`src/rtl/voice_mixer_pkg.sv`:
```
// rtl/voice_mixer_pkg.sv - shared types and helpers for the sequential voice mixer
package voice_mixer_pkg;

    typedef enum logic [1:0] {
        IDLE,
        ACCUM,
        DONE
    } mix_state_t;

    // Working width of the saturation helper; must exceed any accumulator width.
    localparam int SAT_W = 64;

    function automatic int acc_width(input int sample_w, input int gain_w, input int num_voices);
        return sample_w + gain_w + 1 + $clog2(num_voices);
    endfunction

    // Arithmetic right shift (floor) then clamp into a signed sample_w range.
    function automatic logic signed [SAT_W-1:0] sat_to_sample(
        input  logic signed [SAT_W-1:0] acc,
        input  int                      shift,
        input  int                      sample_w,
        output logic                    clipped
    );
        logic signed [SAT_W-1:0] r;
        logic signed [SAT_W-1:0] max_pos;
        logic signed [SAT_W-1:0] min_neg;
        r       = acc >>> shift;
        max_pos = (64'sd1 <<< (sample_w - 1)) - 64'sd1;
        min_neg = -(64'sd1 <<< (sample_w - 1));
        clipped = 1'b0;
        if (r > max_pos) begin
            r       = max_pos;
            clipped = 1'b1;
        end else if (r < min_neg) begin
            r       = min_neg;
            clipped = 1'b1;
        end
        return r;
    endfunction

endpackage

```
`src/rtl/voice_mixer_mac.sv`:
```
// rtl/voice_mixer_mac.sv - registered signed-sample by unsigned-gain multiply-accumulate
module mix_mac #(
    parameter int SAMPLE_W = 16,
    parameter int GAIN_W   = 8,
    parameter int ACC_W    = 28
) (
    input  logic                       clk,
    input  logic                       resetn,
    input  logic                       clear,
    input  logic                       enable,
    input  logic signed [SAMPLE_W-1:0] sample,
    input  logic        [GAIN_W-1:0]   gain,
    output logic signed [ACC_W-1:0]    acc
);
    localparam int PROD_W = SAMPLE_W + GAIN_W + 1;

    logic signed [PROD_W-1:0] prod;

    // Zero-extend the gain so it multiplies as a non-negative signed operand.
    assign prod = sample * $signed({1'b0, gain});

    always_ff @(posedge clk) begin
        if (!resetn) begin
            acc <= '0;
        end else if (clear) begin
            acc <= '0;
        end else if (enable) begin
            acc <= acc + {{(ACC_W-PROD_W){prod[PROD_W-1]}}, prod};
        end
    end

endmodule

```
`src/rtl/voice_mixer.sv`:
```
// rtl/voice_mixer.sv - snapshot, serial gain/mute accumulate, master shift and saturate
module voice_mixer
    import voice_mixer_pkg::*;
#(
    parameter int NUM_VOICES = 8,
    parameter int SAMPLE_W   = 16,
    parameter int GAIN_W     = 8,
    parameter int SHIFT_W    = 3
) (
    input  logic                           Clk,
    input  logic                           Reset_n,
    input  logic                           sample_strobe,
    input  logic [NUM_VOICES*SAMPLE_W-1:0] voice_in,
    input  logic [NUM_VOICES*GAIN_W-1:0]   voice_gain,
    input  logic [NUM_VOICES-1:0]          voice_mute,
    input  logic [SHIFT_W-1:0]             master_shift,
    input  logic                           clip_clear,
    output logic [SAMPLE_W-1:0]            mix_out,
    output logic                           mix_valid,
    output logic                           busy,
    output logic                           clip,
    output logic                           overrun
);
    localparam int ACC_W = acc_width(SAMPLE_W, GAIN_W, NUM_VOICES);
    localparam int IDX_W = $clog2(NUM_VOICES);

    mix_state_t state, next_state;

    logic [IDX_W-1:0]               idx;
    logic [NUM_VOICES*SAMPLE_W-1:0] snap_voice;
    logic [NUM_VOICES*GAIN_W-1:0]   snap_gain;
    logic [NUM_VOICES-1:0]          snap_mute;
    logic [SHIFT_W-1:0]             snap_shift;

    logic                       load;
    logic                       mac_clear;
    logic                       mac_enable;
    logic                       finish;
    logic signed [ACC_W-1:0]    acc;
    logic signed [SAMPLE_W-1:0] cur_sample;
    logic [GAIN_W-1:0]          cur_gain;
    logic                       cur_mute;
    logic signed [SAT_W-1:0]    acc_ext;
    logic [SAMPLE_W-1:0]        sat_val;
    logic                       sat_clip;

    assign cur_sample = snap_voice[idx*SAMPLE_W +: SAMPLE_W];
    assign cur_gain   = snap_gain[idx*GAIN_W +: GAIN_W];
    assign cur_mute   = snap_mute[idx];
    assign busy       = (state != IDLE);

    always_ff @(posedge Clk) begin
        if (!Reset_n) begin
            state <= IDLE;
        end else begin
            state <= next_state;
        end
    end

    always_comb begin
        next_state = state;
        load       = 1'b0;
        mac_clear  = 1'b0;
        mac_enable = 1'b0;
        finish     = 1'b0;
        case (state)
            IDLE: begin
                if (sample_strobe) begin
                    load       = 1'b1;
                    mac_clear  = 1'b1;
                    next_state = ACCUM;
                end
            end
            ACCUM: begin
                mac_enable = !cur_mute;
                if (idx == IDX_W'(NUM_VOICES - 1)) begin
                    next_state = DONE;
                end
            end
            DONE: begin
                finish     = 1'b1;
                next_state = IDLE;
            end
            default: next_state = IDLE;
        endcase
    end

    mix_mac #(
        .SAMPLE_W (SAMPLE_W),
        .GAIN_W   (GAIN_W),
        .ACC_W    (ACC_W)
    ) u_mac (
        .clk    (Clk),
        .resetn (Reset_n),
        .clear  (mac_clear),
        .enable (mac_enable),
        .sample (cur_sample),
        .gain   (cur_gain),
        .acc    (acc)
    );

    // The GAIN_W-1 term removes the unity-gain scaling before the master shift.
    always_comb begin
        sat_clip = 1'b0;
        acc_ext  = {{(SAT_W-ACC_W){acc[ACC_W-1]}}, acc};
        sat_val  = SAMPLE_W'(sat_to_sample(acc_ext, GAIN_W - 1 + int'(snap_shift), SAMPLE_W, sat_clip));
    end

    always_ff @(posedge Clk) begin
        if (!Reset_n) begin
            idx        <= '0;
            snap_voice <= '0;
            snap_gain  <= '0;
            snap_mute  <= '0;
            snap_shift <= '0;
            mix_out    <= '0;
            mix_valid  <= 1'b0;
            clip       <= 1'b0;
            overrun    <= 1'b0;
        end else begin
            mix_valid <= finish;
            if (load) begin
                snap_voice <= voice_in;
                snap_gain  <= voice_gain;
                snap_mute  <= voice_mute;
                snap_shift <= master_shift;
                idx        <= '0;
            end else if (state == ACCUM) begin
                idx <= idx + 1'b1;
            end
            if (finish) begin
                mix_out <= sat_val;
            end
            if (finish && sat_clip) begin
                clip <= 1'b1;
            end else if (clip_clear) begin
                clip <= 1'b0;
            end
            if (sample_strobe && state != IDLE) begin
                overrun <= 1'b1;
            end
        end
    end

endmodule

```
`config.mk`:
```
export PLATFORM = sky130hd
export DESIGN_NAME = voice_mixer
export DESIGN_NICKNAME = d
export VERILOG_FILES = /design/src/rtl/voice_mixer_pkg.sv /design/src/rtl/voice_mixer_mac.sv /design/src/rtl/voice_mixer.sv
export SDC_FILE = /design/constraint.sdc
export NUM_CORES = 1
export LEC_CHECK = 0
export BUFFER_PORTS_ARGS = -buffer_cell sky130_fd_sc_hd__buf_2
export CORE_MARGIN = 1.5
export CORE_UTILIZATION = 40
export CTS_CLUSTER_DIAMETER = 30
export DETAILED_ROUTE_END_ITERATION = 10
export MAX_ROUTING_LAYER = met4
export PLACE_DENSITY = 0.68
export SLEW_MARGIN = 0
export SYNTH_ARGS = -nofsm -noshare
export SYNTH_HDL_FRONTEND = slang
export SYNTH_SLANG_ARGS = --single-unit
```
`constraint.sdc`:
```
create_clock -name Clk -period 13 [get_ports Clk]
set_clock_uncertainty 0.15 [all_clocks]
set_input_delay 2.6 -clock Clk [delete_from_list [all_inputs] [get_ports Clk]]
set_output_delay 2.6 -clock Clk [all_outputs]
set_load 0.05 [all_outputs]
```
==> results of run 1 <==
[stage by stage]
step,util,instances,cell area [um2]
2_1_floorplan,-,2088,17800
3_3_place_gp,0.439,2806,19300
3_5_place_dp,0.439,2806,19300
4_1_cts,0.488,2915,21500
5_1_grt,0.489,2927,21500
6_report,0.489,2929,21500
[critical path, stage by stage (launching register included)]
cell and delay [ns]:
dfxtp_4 0.86, buf_4 0.42, mux4_2 0.53, mux2i_1 0.60
nor2_1 0.14, fa_1 0.54, inv_1 0.05, fa_1 0.47
inv_1 0.05, fa_1 0.53, inv_1 0.05, fa_1 0.53
inv_1 0.05, ha_1 0.22, or3_1 0.39, o21ai_1 0.29
a21oi_1 0.20, a2111oi_0 0.45, o21bai_1 0.13, a21oi_1 0.19
xnor2_1 0.09, ha_1 0.38, nand3_1 0.11, or4b_2 0.68
o21ai_1 0.17, xor2_1 0.20, a21o_1 0.14, a21oi_1 0.05
[Yosys cell counts, types with 14 or more instances]
cell type | number | area [um2]
a21o_1 | 23 | 173
xnor2_1 | 29 | 254
a21boi_0 | 204 | 1530
o21ai_0 | 35 | 175
xor2_1 | 16 | 140
nor2b_1 | 15 | 93.8
inv_1 | 166 | 623
o21ai_1 | 21 | 105
nand2b_1 | 39 | 244
dfxtp_1 | 255 | 5100
mux4_2 | 59 | 1330
nand2_1 | 502 | 1880
fa_1 | 103 | 2060
mux2i_1 | 46 | 460
clkbuf_1 | 95 | 357
ha_1 | 81 | 1010
nor2_1 | 150 | 563
nand3_1 | 14 | 70.1
o211ai_1 | 14 | 105
a21oi_1 | 76 | 380
[metal layers]
layer / vias up / GRT usage / wire (um)
met5: - / - / 0
met4: 0 / 0.0746 / 1240
met2: 333 / 0.345 / 21500
met1: 6963 / 0.255 / 20300
li1: 7336 / - / -
met3: 80 / 0.0429 / 2360
[placed cells by master (no fill, tap or decap), types with 35 or more instances in the layout]
cell,count
dfxtp_1,253
a21boi_0,204
a21oi_1,76
mux4_2,59
clkbuf_16,61
nor2_1,150
buf_2,225
mux2i_1,46
inv_1,166
o21ai_0,35
nand2b_1,39
ha_1,81
fa_1,103
nand2_1,501
[sequential cells by signal (all words and copies together) (netlist names), 2 cells and up]
name        cells
mix_out        16
idx             3
u_mac.acc      28
snap_shift      3
snap_voice    128
state           2
snap_mute       8
snap_gain      64
[area by class of cell]
class / count / area (um2)
Fill cell: 4137 / 22500
Sequential cell: 255 / 5110
Timing Repair Buffer: 245 / 1280
Tap cell: 592 / 741
Inverter: 166 / 623
Antenna cell: 14 / 35.0
Clock buffer: 75 / 1650
Clock inverter: 34 / 517
Multi-Input combinational cell: 1548 / 11600
[how the worst min path moves through the flow]
| stage | endpoint | slack, ns | depth (start not counted) | start |
|---|---|---|---|---|
| 2_1_floorplan | snap_gain[16] | 0.29 | 2 | snap_gain[16] |
| 3_3_place_gp | mix_out[4] | 0.29 | 2 | mix_out[4] |
| 3_5_place_dp | mix_out[7] | 0.29 | 2 | mix_out[7] |
| 4_1_cts | mix_out[7] | 0.30 | 2 | mix_out[7] |
| 5_1_grt | snap_gain[29] | 0.33 | 2 | snap_gain[29] |
| 6_report | mix_out[7] | 0.30 | 2 | mix_out[7] |
[logic make-up after synthesis]
kind of cell    share of synthesized area
fa+ha+maj                           0.173
simple gates                        0.180
compound gates                      0.166
flops                               0.288
xor+xnor                           0.0231
mux                                 0.108
buf+inv                            0.0619
[report_power, final]
part           internal, uW  switching [uW]
Sequential              824            30.5
Clock                  1090             483
Combinational           163             233
Total                  2080             747
==> impl_results.md, run 1 <==
* Outcome: completed
* Asr flop ratio synth at 0
* R2R Path Start: idx[0]
* First-pass GRT wire length at 74.5 mm
* RD Place Congestion at 0.921
* Initial Util at 0.403
* Hold_buf cts at 0
* Net Count, Synth at 2479
* Worst EP required at 13.28 ns
* DP Wirelength at 34.0 mm
* Vias at 14700
* Pre-CTS setup slack at 4.07 ns
* Core ar. at 44000 um2
* PortBufs at 226
* R2R depth at 27
* Avg Vias per Cell at 5.02
* Post_cts resized at 0
* First-iteration detailed-routing DRC count at 749
* Clock latency on the worst-skew pair at 0.62 ns
* WS Path Type: reg -> reg
* EDFF count, synth at 0
* Die width at 214 um
* Syn avg cell area at 8.50 um2
* Sequential area share after synthesis at 0.288
* Die height at 214 um
* Clock transition at the registers of the reported paths at 0.05 ns
* GR Overflow Total at 0
* TritonCTS buffer count at 60
* Crit path max fanout at 38
* FF-to-FF setup slack at 4.10 ns
* Root Buffer: clkbuf_16
* Power Density at 131 nW/um2
* RSZ-0062 raised after global routing: no
* Crit path launch: idx[0]
* Initial antenna violation count at 12
* Max Root-Sink Buffers at 3
* Yosys reg bits at 255
* Number of antenna-violating nets in the routed design at 0
* Routed length per instance at 15.5 um
* Core Rows at 77
* CTS tree: built
* Hold WC Path Type: reg -> reg
* Final setup viols at 0
* # DRC at 0
* Setup ws final at 4.10 ns
* DRT Wirelength at 45.4 mm
* Total power draw at 2830 uW
* Max Cap Viol at 0
* Reg2Reg Capture Point: u_mac.acc[27]
* Fin. max-slew vios at 0
* Fmax at 112 MHz
* Post-CTS Setup Inserts at 0
* GRT Util Overall at 0.210
* Hold WS at 0.296 ns
* Die area at 45700 um2
* Nets at 2667
* Post-route setup TNS at 0 ns
* Top_reg_cell synth: dfxtp_1
* Arr. time, crit path at 9.18 ns
* Slew headroom at 0.236
* I/O pin cnt at 227
* CP startpoint kind: register
* Vias in the first global route at 15000
* Area grow syn2layout at 21.2%
* CP endpoint: u_mac.acc[27]
* Cells after Synth at 2088
* Layout cell share with drive strength beyond 1 at 0.190
* Htree depth at 2
* Leakage at 0.00943 uW
* Final Cycle Share at 0.685
* Yosys Warn Count at 0
* Worst Tran Pin Value at 1.15 ns
* Worst vdd ir at 0.116 mV
* Synth cell types at 67
* CP Capture Type: register
* Final min period at 8.90 ns
* Largest net degree at the start of global routing at 121
* Total iterations of the first detailed-routing run at 5
* Clk sink count at 255
* Final hold violations at 0
* Syn Std Cell Area at 17800 um2
No activity file was read; power rests on OpenSTA's default activity.
==> run 2, diff against run 1 <==
==> constraint.sdc (replaced) <==
create_clock -name Clk -period 8.2 [get_ports Clk]
set_clock_uncertainty 0.15 [all_clocks]
set_input_delay 1.64 -clock Clk [delete_from_list [all_inputs] [get_ports Clk]]
set_output_delay 1.64 -clock Clk [all_outputs]
set_load 0.05 [all_outputs]
==> run 2 against run 1 <==
Net effect: global-route usage rose by 0.49 points; design area increased by 1.2%; via count up 3.0%; largest power group unchanged.
==> impl_results.md, run 2 (synthesized netlist as in run 1, its figures left out) <==
* Initial antenna violation count at 7
* # DRC at 0
* CP startpoint kind: register
* Number of antenna-violating nets in the routed design at 0
* Outcome: completed
* Post-route setup TNS at 0 ns
* Clock transition at the registers of the reported paths at 0.05 ns
* Final hold violations at 0
* DRT Wirelength at 47.1 mm
* Initial Util at 0.403
* Clk sink count at 255
* Max Cap Viol at 0
* Max Root-Sink Buffers at 3
* Core ar. at 44000 um2
* Die area at 45700 um2
* Most common cell after layout, fill and taps aside: nand2_1
* TritonCTS buffer count at 54
* Crit path max fanout at 16
* Leakage at 0.00956 uW
* Final Cycle Share at 0.955
* Fmax at 128 MHz
* Hold_buf cts at 0
* Top Registers: snap_voice: 128 flops, snap_gain: 64 flops, u_mac.acc: 28 flops
* CP max stage cell: mux4_2
* GRT Util Overall at 0.215
* Max reg flops at 128
* Die width at 214 um
* Routed length per instance at 16.0 um
* Nets at 2695
* Total iterations of the first detailed-routing run at 5
* Fillers at 4160
* FF-to-FF setup slack at 0.37 ns
* GR Overflow Total at 0
* Root Buffer: clkbuf_16
* Worst Tran Pin Value at 1.12 ns
* Placed insts at 2825
* Htree depth at 2
* Avg Vias per Cell at 5.14
* CP Capture Type: register
* Core Rows at 77
* First-pass GRT wire length at 76.7 mm
* Die height at 214 um
* Layout Cells excl Fill at 2947
* I/O pin cnt at 227
* PortBufs at 226
* CTS tree: built
* First-iteration detailed-routing DRC count at 998
* Arr. time, crit path at 8.13 ns
* Final setup viols at 0
* DP Wirelength at 34.7 mm
* Worst EP required at 8.50 ns
* Final min period at 7.83 ns
* Vias in the first global route at 15300
* Vias at 15200
* Final Core Density at 0.494
* Commonest cells after routing, fill and taps aside: nand2_1 (501), dfxtp_1 (253), buf_2 (225), a21boi_0 (204), inv_1 (165)
* Layout cell share with drive strength beyond 1 at 0.204
* Largest net degree at the start of global routing at 201
* Biggest register: snap_voice
* Slew headroom at 0.253
* WS Path Type: reg -> reg
* Area grow syn2layout at 22.6%
* Worst vdd ir at 0.186 mV
* Hold WC Path Type: reg -> reg
* RD Place Congestion at 0.897
* Fin. max-slew vios at 0
* Crit path largest cell delay at 0.55 ns
* Clock latency on the worst-skew pair at 0.58 ns
* Power Density at 200 nW/um2
run 2: changes by cell type in the layout (fill, tap and decap cells not counted), moves of 2 or more:
| cell | delta |
|---|---|
| buf_12 | +4 |
| a21oi_2 | +2 |
| clkbuf_1 | +2 |
| mux2i_1 | -3 |
| mux2i_2 | +3 |
| clkinvlp_4 | -5 |
| a21oi_1 | -2 |
| clkinv_4 | +3 |
| buf_4 | +24 |
| diode_2 | -8 |
| buf_6 | +3 |
| clkbuf_8 | -2 |
| clkbuf_16 | -4 |
run 2: per-stage QoR:
| stage | cell area [um2] | hold slack, ns | setup WS (ns) | power (uW) |
|---|---|---|---|---|
| 3_5_place_dp | 19500 | 0.287 | 0.217 | 2020 |
| 6_report | 21800 | 0.291 | 0.365 | 4360 |
| 4_1_cts | 21500 | 0.293 | 0.158 | 4360 |
| 3_3_place_gp | 19500 | 0.285 | 0.363 | 2000 |
| 2_1_floorplan | 17800 | 0.290 | 0.0586 | 1820 |
| 5_1_grt | 21800 | 0.307 | -0.0439 | 4530 |
run 2: timing repair:
item,4_1_cts,5_1_grt
resized for setup,0,23
setup buffers,0,13
setup endpoints to repair,0,5
run 2: final timing paths:
check / start / endpoint / cells after the start
hold reg to reg: mix_out[9] / mix_out[9] / 2
setup / recovery: idx[0] / u_mac.acc[25] / 30
hold / removal: mix_out[9] / mix_out[9] / 2
setup reg to reg: idx[0] / u_mac.acc[25] / 30
run 2: final cells by class:
type | count | area [um2] | share of cell area
Antenna cell | 6 | 15.0 | 0.000690
Multi-Input combinational cell | 1548 | 11600 | 0.535
Clock buffer | 69 | 1480 | 0.0679
Timing Repair Buffer | 279 | 1650 | 0.0757
Sequential cell | 255 | 5110 | 0.235
Clock inverter | 32 | 502 | 0.0230
Inverter | 166 | 623 | 0.0286
Tap cell | 592 | 741 | 0.0340
run 2: metal layers:
metal | part of all wire | GRT usage | up-vias
met5 | 0 | - | -
met4 | 0.026 | 0.0653 | 0
met3 | 0.051 | 0.0372 | 82
met2 | 0.48 | 0.358 | 421
met1 | 0.44 | 0.266 | 7252
li1 | - | - | 7401
run 2: power breakdown:
part	internal (uW)	switching (uW)
logic	281	390
clock network	1620	716
registers	1310	43.0
total	3210	1150
run 2: worst max-delay path: cells and delay by family, from the launching register on:
family	cells	cell delay, ns
muxes	2	0.76
adders and majority gates	6	2.57
buffers and inverters	7	0.74
and+or+nand+nor	4	1.04
DFF	1	0.44
AOI/OAI and AO/OA	9	1.67
xor gates and xnor gates	2	0.30
